## src/rtl/mat_rowsum_seq.sv

```systemverilog
// Sequential per-row reduction of a ROWS x COLS signed matrix, one column per cycle.
// Optional macro MAT_ROWSUM_SAT_EN saturates each row result to WIDTH bits instead of wrapping.
module mat_rowsum_seq #(
    parameter int unsigned ROWS  = 1,
    parameter int unsigned COLS  = 1,
    parameter int unsigned WIDTH = 16
) (
    input  logic                              clk,
    input  logic                              reset,
    input  logic [ROWS:1][COLS:1][WIDTH-1:0]  a,
    input  logic                              start,
    output logic                              busy,
    output logic                              done,
    output logic [ROWS:1][WIDTH-1:0]          f
);

    localparam int unsigned ACC_W = WIDTH + $clog2(COLS) + 1;
    localparam int unsigned CW    = $clog2(COLS + 1);

`ifdef MAT_ROWSUM_SAT_EN
    localparam logic [ACC_W-1:0] SAT_MAX = {{(ACC_W-WIDTH+1){1'b0}}, {(WIDTH-1){1'b1}}};
    localparam logic [ACC_W-1:0] SAT_MIN = {{(ACC_W-WIDTH+1){1'b1}}, {(WIDTH-1){1'b0}}};
`endif

    typedef enum logic [1:0] {
        IDLE   = 2'd0,
        ACCUM  = 2'd1,
        FINISH = 2'd2
    } state_e;

    state_e                            state_q, state_d;
    logic [ROWS:1][COLS:1][WIDTH-1:0]  a_q, a_d;
    logic [ROWS:1][ACC_W-1:0]          acc_q, acc_d;
    logic [CW-1:0]                     col_q, col_d;
    logic [ROWS:1][WIDTH-1:0]          f_q, f_d;
    logic                              done_q, done_d;
    logic                              busy_q, busy_d;
    logic [ROWS:1][WIDTH-1:0]          sel;

    // Next-state, accumulate and result-format logic
    always_comb begin
        state_d = state_q;
        a_d     = a_q;
        acc_d   = acc_q;
        col_d   = col_q;
        f_d     = f_q;
        done_d  = 1'b0;

        for (int unsigned r = 1; r <= ROWS; r++) begin
            sel[r] = '0;
            for (int unsigned c = 1; c <= COLS; c++) begin
                if (col_q == CW'(c)) begin
                    sel[r] = a_q[r][c];
                end
            end
        end

        unique case (state_q)
            IDLE: begin
                if (start) begin
                    a_d     = a;
                    acc_d   = '0;
                    col_d   = CW'(1);
                    state_d = ACCUM;
                end
            end
            ACCUM: begin
                for (int unsigned r = 1; r <= ROWS; r++) begin
                    acc_d[r] = acc_q[r] + {{(ACC_W-WIDTH){sel[r][WIDTH-1]}}, sel[r]};
                end
                // Last column: the result is formatted from the final sum so it is visible in FINISH
                if (col_q == CW'(COLS)) begin
                    state_d = FINISH;
                    done_d  = 1'b1;
                    for (int unsigned r = 1; r <= ROWS; r++) begin
`ifdef MAT_ROWSUM_SAT_EN
                        if ($signed(acc_d[r]) > $signed(SAT_MAX)) begin
                            f_d[r] = SAT_MAX[WIDTH-1:0];
                        end else if ($signed(acc_d[r]) < $signed(SAT_MIN)) begin
                            f_d[r] = SAT_MIN[WIDTH-1:0];
                        end else begin
                            f_d[r] = acc_d[r][WIDTH-1:0];
                        end
`else
                        f_d[r] = acc_d[r][WIDTH-1:0];
`endif
                    end
                end else begin
                    col_d = col_q + CW'(1);
                end
            end
            FINISH: begin
                state_d = IDLE;
            end
            default: begin
                state_d = IDLE;
            end
        endcase

        busy_d = (state_d != IDLE);
    end

    always_ff @(posedge clk or posedge reset) begin
        if (reset) begin
            state_q <= IDLE;
            a_q     <= '0;
            acc_q   <= '0;
            col_q   <= '0;
            f_q     <= '0;
            done_q  <= 1'b0;
            busy_q  <= 1'b0;
        end else begin
            state_q <= state_d;
            a_q     <= a_d;
            acc_q   <= acc_d;
            col_q   <= col_d;
            f_q     <= f_d;
            done_q  <= done_d;
            busy_q  <= busy_d;
        end
    end

    assign busy = busy_q;
    assign done = done_q;
    assign f    = f_q;

endmodule

```

## config.mk

```make
export PLATFORM = sky130hd
export DESIGN_NAME = mat_rowsum_seq
export DESIGN_NICKNAME = d
export VERILOG_FILES = /design/src/rtl/mat_rowsum_seq.sv
export SDC_FILE = /design/constraint.sdc
export NUM_CORES = 1
export LEC_CHECK = 0
export ABC_AREA = 1
export CAP_MARGIN = 20
export CORE_MARGIN = 4
export CORE_UTILIZATION = 25
export CTS_CLUSTER_DIAMETER = 100
export DETAILED_ROUTE_END_ITERATION = 8
export HOLD_SLACK_MARGIN = 0.05
export PLACE_DENSITY_LB_ADDON = 0.05
export SYNTH_ARGS = -nofsm -noshare
export SYNTH_HDL_FRONTEND = slang
export SYNTH_SLANG_ARGS = --single-unit
```

## constraint.sdc

```tcl
create_clock -name clk -period 2.05 [get_ports clk]
set_input_delay 0.41 -clock clk [delete_from_list [all_inputs] [get_ports clk]]
set_output_delay 0.41 -clock clk [all_outputs]
set_load 0.05 [all_outputs]
```

# Word level (Yosys, flattened, before mapping)
# Cells that the tools add are included.
# classes
addsub,2
eq_ne,2
muxes,11
reduce_logical,6
# ops
cell,count
17-bit one-hot mux with 2 select lines,1
17-bit adder,1
17-bit 2-to-1 mux,1
16-bit 2-to-1 mux,1
2-bit AND reduction,3
1-bit 2-to-1 mux,4
2-bit 2-to-1 mux,2
2-bit one-hot mux with 2 select lines,1
2-bit nonzero test,2
"2-bit by 1-bit == test with 1-bit output, second input constant",1
2-bit zero test,1
"2-bit != test, second input constant",1
1-bit one-hot mux with 2 select lines,1
"1-bit adder, second input constant",1
# word_totals
reg_bits,54
in_bits,19
output_inout_bits,18

# Longest topological paths before layout
# logic_depth
ltp_word,3
mapped_depth,15
ltp_nobuf,13

# Worst setup path after synthesis
# Ideal clock, no wire load.
# synth_path
kind,flip-flop to flip-flop
from,register col_q
to,register acc_q[8] in the netlist's numbering
arrival_time_ps,1979
required_ps,1933
slack_ps,-46
stages_incl_launch_ff,15
path_cell_list,dfrtp_1 -> buf_2 -> clkbuf_1 -> nand2_1 -> inv_1 -> ha_1 -> fa_1 -> nand2_1 -> nand2_1 -> and2_4 -> nand2_1 -> nand2_1 -> xor2_1 -> nand2_1 -> nand2_1
# synth_via
elab_chain_len,3
# synth_lines
element,line_no,rtl
start: declaration,34,"logic [CW-1:0] col_q, col_d;"
start signal: assignment,116,col_q <= col_d;
16-bit 2-to-1 mux,52,if (col_q == CW'(c)) begin
17-bit adder,69,"acc_d[r] = acc_q[r] + {{(ACC_W-WIDTH){sel[r][WIDTH-1]}}, sel[r]};"
17-bit one-hot mux with 2 select lines,58,unique case (state_q)
end signal: assignment,107,acc_q <= '0;
end signal: assignment,115,acc_q <= acc_d;
end: declaration,33,"logic [ROWS:1][ACC_W-1:0] acc_q, acc_d;"
# Every way passes these cells.
# A chain may end at the register's enable or synchronous reset.

# Worst setup path in the final report
# layout_path
from,register col_q
to,register f_q (netlist bit f[6])
# layout_via
elab_chain_len,2
word_cells_on_any_way,3
classes_between,1 x add/sub; 1 x mux; 1 x reduce/logical
# layout_lines
element,line_no,rtl
16-bit 2-to-1 mux,52,
17-bit adder,69,
end signal: assignment,109,f_q <= '0;
end signal: assignment,117,f_q <= f_d;
end: declaration,35,"logic [ROWS:1][WIDTH-1:0] f_q, f_d;"
# Parallel ways exist; a longest one is shown, timed or not.

==> results.md <==
- Status: finished clean
- Post-synthesis adder-cell area fraction: 0.0682
- GR Layer Usage met2: 0.176
- Critical Path End: f[6]
- # setup viols final: 0
- DRT iter0 DRCs: 140
- Worst Max-Slew Pin Slew: about 0.5 ns
- Hpwl dp: 5.80 mm
- Largest family of logic cells by synthesized area: simple AND/OR/NAND/NOR gates
- Combinational Power Share: 0.524
- Count leader, synth: nand2_1
- Power Dens Cells: 1430 mW/mm^2
- Commonest cells post-synth: nand2_1 (200), dfrtp_1 (53), inv_1 (52), nand3_1 (27), ha_1 (15)
- Yosys warns: 0
- Hold WC Path Type: in2async
- Worst path arrival time: approximately 2.2 ns
- Prevailing post-synth register cell: dfrtp_1
- Sequential share of the synthesized area: 0.435
- Clock root buffer: clkbuf_16
- Clock transition at path regs: approximately 0.070 ns
- Unrepaired setup endpoints after global routing: yes
- Initial Util: 0.255
- R2r worst-path depth: 11
- Post-synth EDFFs: 0
- Final Cycle Share: 0.957
- Design Area, Final: 0.00405 sq mm
- Simple-Gate Fraction of Synth Area: 0.354
- Max-slew headroom: 0.667
- Routability Congestion: ~0.83
- Max Slew Vio Count: 0
- WL final: ~7.9 mm
- Dpl cell area: 0.00366 sq mm
- Die Width: ~120 um
- DRC viols: 0
- Critical path origin: col_q
- Async S/R FF share, synth: 1.00
- Drt first pass iters: 4
- I/O pin cnt: 37
- WL/cell: about 13 um
- Met1 GRT Util: 0.174
- Syn_nets: approximately 450
- Worst VDD drop: about 0.0004 V
- GR Util All Layers: 0.118
- Vias: 2,552
- GR peak layer: met2
- CTS Hold Bufs: 0
- Critical Path Stages: 11
- Vias in the first global route: around 2,600
- Post-synthesis mux area share: 0
- Initial antenna violation count: 0
- Share of cells above drive strength 1: 0.163
- R2R setup slack: 0.09 ns
- TritonCTS Buffers: 5
- Core Box Area: ~0.012 sq mm
- Compound-Gate Fraction of Synth Area: 0.0329
- Post-Synth XOR/XNOR Area: 0.0144
- Clk Latency, worst-skew pair: 0.30 ns
- Longest Clk Path Bufs: 2
- CP Buf/Inv Count: 1
- Worst clock skew: 0.00392 ns
- Area contributors post-synth: dfrtp_1 (44%), nand2_1 (25%), inv_1 (6.4%), ha_1 (6.2%), nand3_1 (4.4%)
- Int Pwr: ~3.3 mW
- Count of unique library cells instantiated by Yosys: 27
- Yosys reg bits: 53
- Cell mode on critical path: nand2_1
- Final worst slack: between 0.08 and 0.09 ns
- Seq pwr share: 0.285
- Top cell type's share of synthesized area: 0.435
- Critical Path Start Type: register
- Clock sinks: 53
- RR Startpoint: col_q
- Chip height: 118 um
- Largest net degree at the start of global routing: 54
- CP Data Required Time: between 2 and 2.5 ns
- Met3 GRT Util: 0.0211
- ANT nets after route: 0
- Grt ovf: 0
- Pre-CTS WS: -0.0626 ns
- DIE AREA: 0.0140 sq mm
- Port Buf Inserts: 36
- Final #Nets: between 500 and 600
- Slowest cell on the critical path: dfrtp_2
- Crit Path Class: reg2reg
- Mapped cell area: 0.00305 sq mm
- CTS tree: built
- P&R area growth vs syn: 33.0%
- Setup TNS: 0 ns
- Hold Fails Final Rpt: 0
- Setup crit end kind: register
- Critical R2R Capture: f[6]
- CP max stage delay: about 0.45 ns
- H-tree depth: 2
- Antenna Cells: 0
- CP top delay family: simple AND/OR/NAND/NOR gates
- Vias per inst: 4.16
- Mapped Cells: around 420
- First-pass GRT wire length: roughly 13 mm
- Peak Freq: ~0.51 GHz
- Critical path cell sequence: nand2_2, inv_2, ha_4, fa_2, nand2_1, nand2_1, nand3b_1, nand2_2, or2_1, nand3_2, nand2_1
- Syn Area/Cell: 7.30 sq um
- Critical Path Fanout Max: 5
- Total power: between 5 and 6 mW
- Sw frac: 0.436
- Post-synth top area cell: dfrtp_1
- Net switching power: 2.52 mW
- Min cycle time layout: 1.96 ns
- Max cap viols: 0
- Clock power frac: 0.191
- Cell Rows: 40
- Leakage: ~2.2 nW
worst register-to-register path, delay by kind of cell, from the launching register on:
family        cells  cell delay (ns)
buf+inv           1             0.04
fa+ha+maj         2             0.51
flops             1             0.45
simple gates      8             0.84
worst min-delay path by stage:
stage	to	startpoint	slack [ns]
after floorplan	a_q[0]	a_q[0]	0.45
after global placement	f[5]	f[5]	0.46
after detailed placement	f[11]	f[11]	0.47
after CTS	a_q[0]	reset	0.49
after global routing	f[5]	f[5]	0.50
final	f[0]	reset	0.47
power by group through the flow:
stage / registers [mW] / clock network [mW] / logic [mW]
global placement: 1.64 / 0 / 2.82
CTS: 1.62 / 1.15 / 2.84
floorplan: 2.13 / 0 / 1.44
detailed placement: 1.64 / 0 / 2.84
global route: 1.70 / 1.17 / 3.39
finish: 1.65 / 1.11 / 3.03
kinds of logic (layout without fill, tap and decap cells):
family                     after synthesis  after routing
AOI/OAI and AO/OA                       17             17
xor gates and xnor gates                 5              5
adders and majority gates               16             16
buffers and inverters                   70            120
DFF                                     53             53
and+or+nand+nor                        256            256
cell usage in the layout, fill, tap and decap left out:
cell | netlist | layout
a21oi_1 | 6 | 3
a21oi_2 | 0 | 3
and2_4 | 1 | 1
buf_12 | 0 | 2
buf_4 | 1 | 13
bufinv_16 | 0 | 2
clkbuf_16 | 0 | 5
clkdlybuf4s50_1 | 0 | 36
clkinv_2 | 0 | 1
dfrtp_1 | 53 | 52
dfrtp_2 | 0 | 1
fa_2 | 0 | 1
ha_1 | 15 | 5
ha_2 | 0 | 1
ha_4 | 0 | 9
inv_1 | 52 | 50
inv_2 | 8 | 10
inv_4 | 1 | 1
nand2_1 | 200 | 189
nand2_2 | 0 | 11
nand3_1 | 27 | 23
nand3_2 | 0 | 4
nand3_4 | 1 | 1
nand3b_1 | 4 | 4
nand4_1 | 1 | 1
nor2_1 | 11 | 10
nor2_2 | 0 | 1
nor2_4 | 2 | 2
nor2_8 | 1 | 1
nor3_1 | 3 | 1
nor3_2 | 0 | 2
o21ai_0 | 6 | 6
o21ai_1 | 1 | 1
o21ai_2 | 4 | 4
or2_1 | 5 | 5
xnor2_1 | 2 | 2
xor2_1 | 3 | 3
flip-flops by register name, indices dropped and copies added (netlist names):
name / flops
col_q: 1
done: 1
busy: 1
a_q: 16
state_q: 2
acc_q: 16
f: 16
routing by layer:
metal	part of all wire	vias to the layer above	wire length (um)
li1	-	1365	-
met1	0.52	1148	4090
met2	0.44	33	3480
met5	0	-	0
met3	0.029	6	231
met4	0.013	0	102
repair_timing:
action | 4_1_cts | 5_1_grt
setup buffers | 0 | 2
pin swaps | 0 | 12
endpoints found under the hold margin | 0 | 0
setup endpoints to repair | 7 | 18
resized for setup | 2 | 32
area by class of cell:
class / instances / area [sq um]
inverter: 61 / 231
timing repair buffer: 51 / 498
clock buffer: 5 / 125
multi-input combinational: 294 / 1620
fill: 1301 / 7910
sequential: 53 / 1330
tap: 147 / 184
clock inverter: 3 / 65.1
metrics by stage:
step,instances,utilization,hold slack [ns]
CTS,612,0.322,0.486
global placement,604,0.306,0.463
finish,614,0.339,0.467
global route,614,0.339,0.501
detailed placement,604,0.306,0.465
floorplan,417,-,0.449
Power figures use the tool's default switching activity.
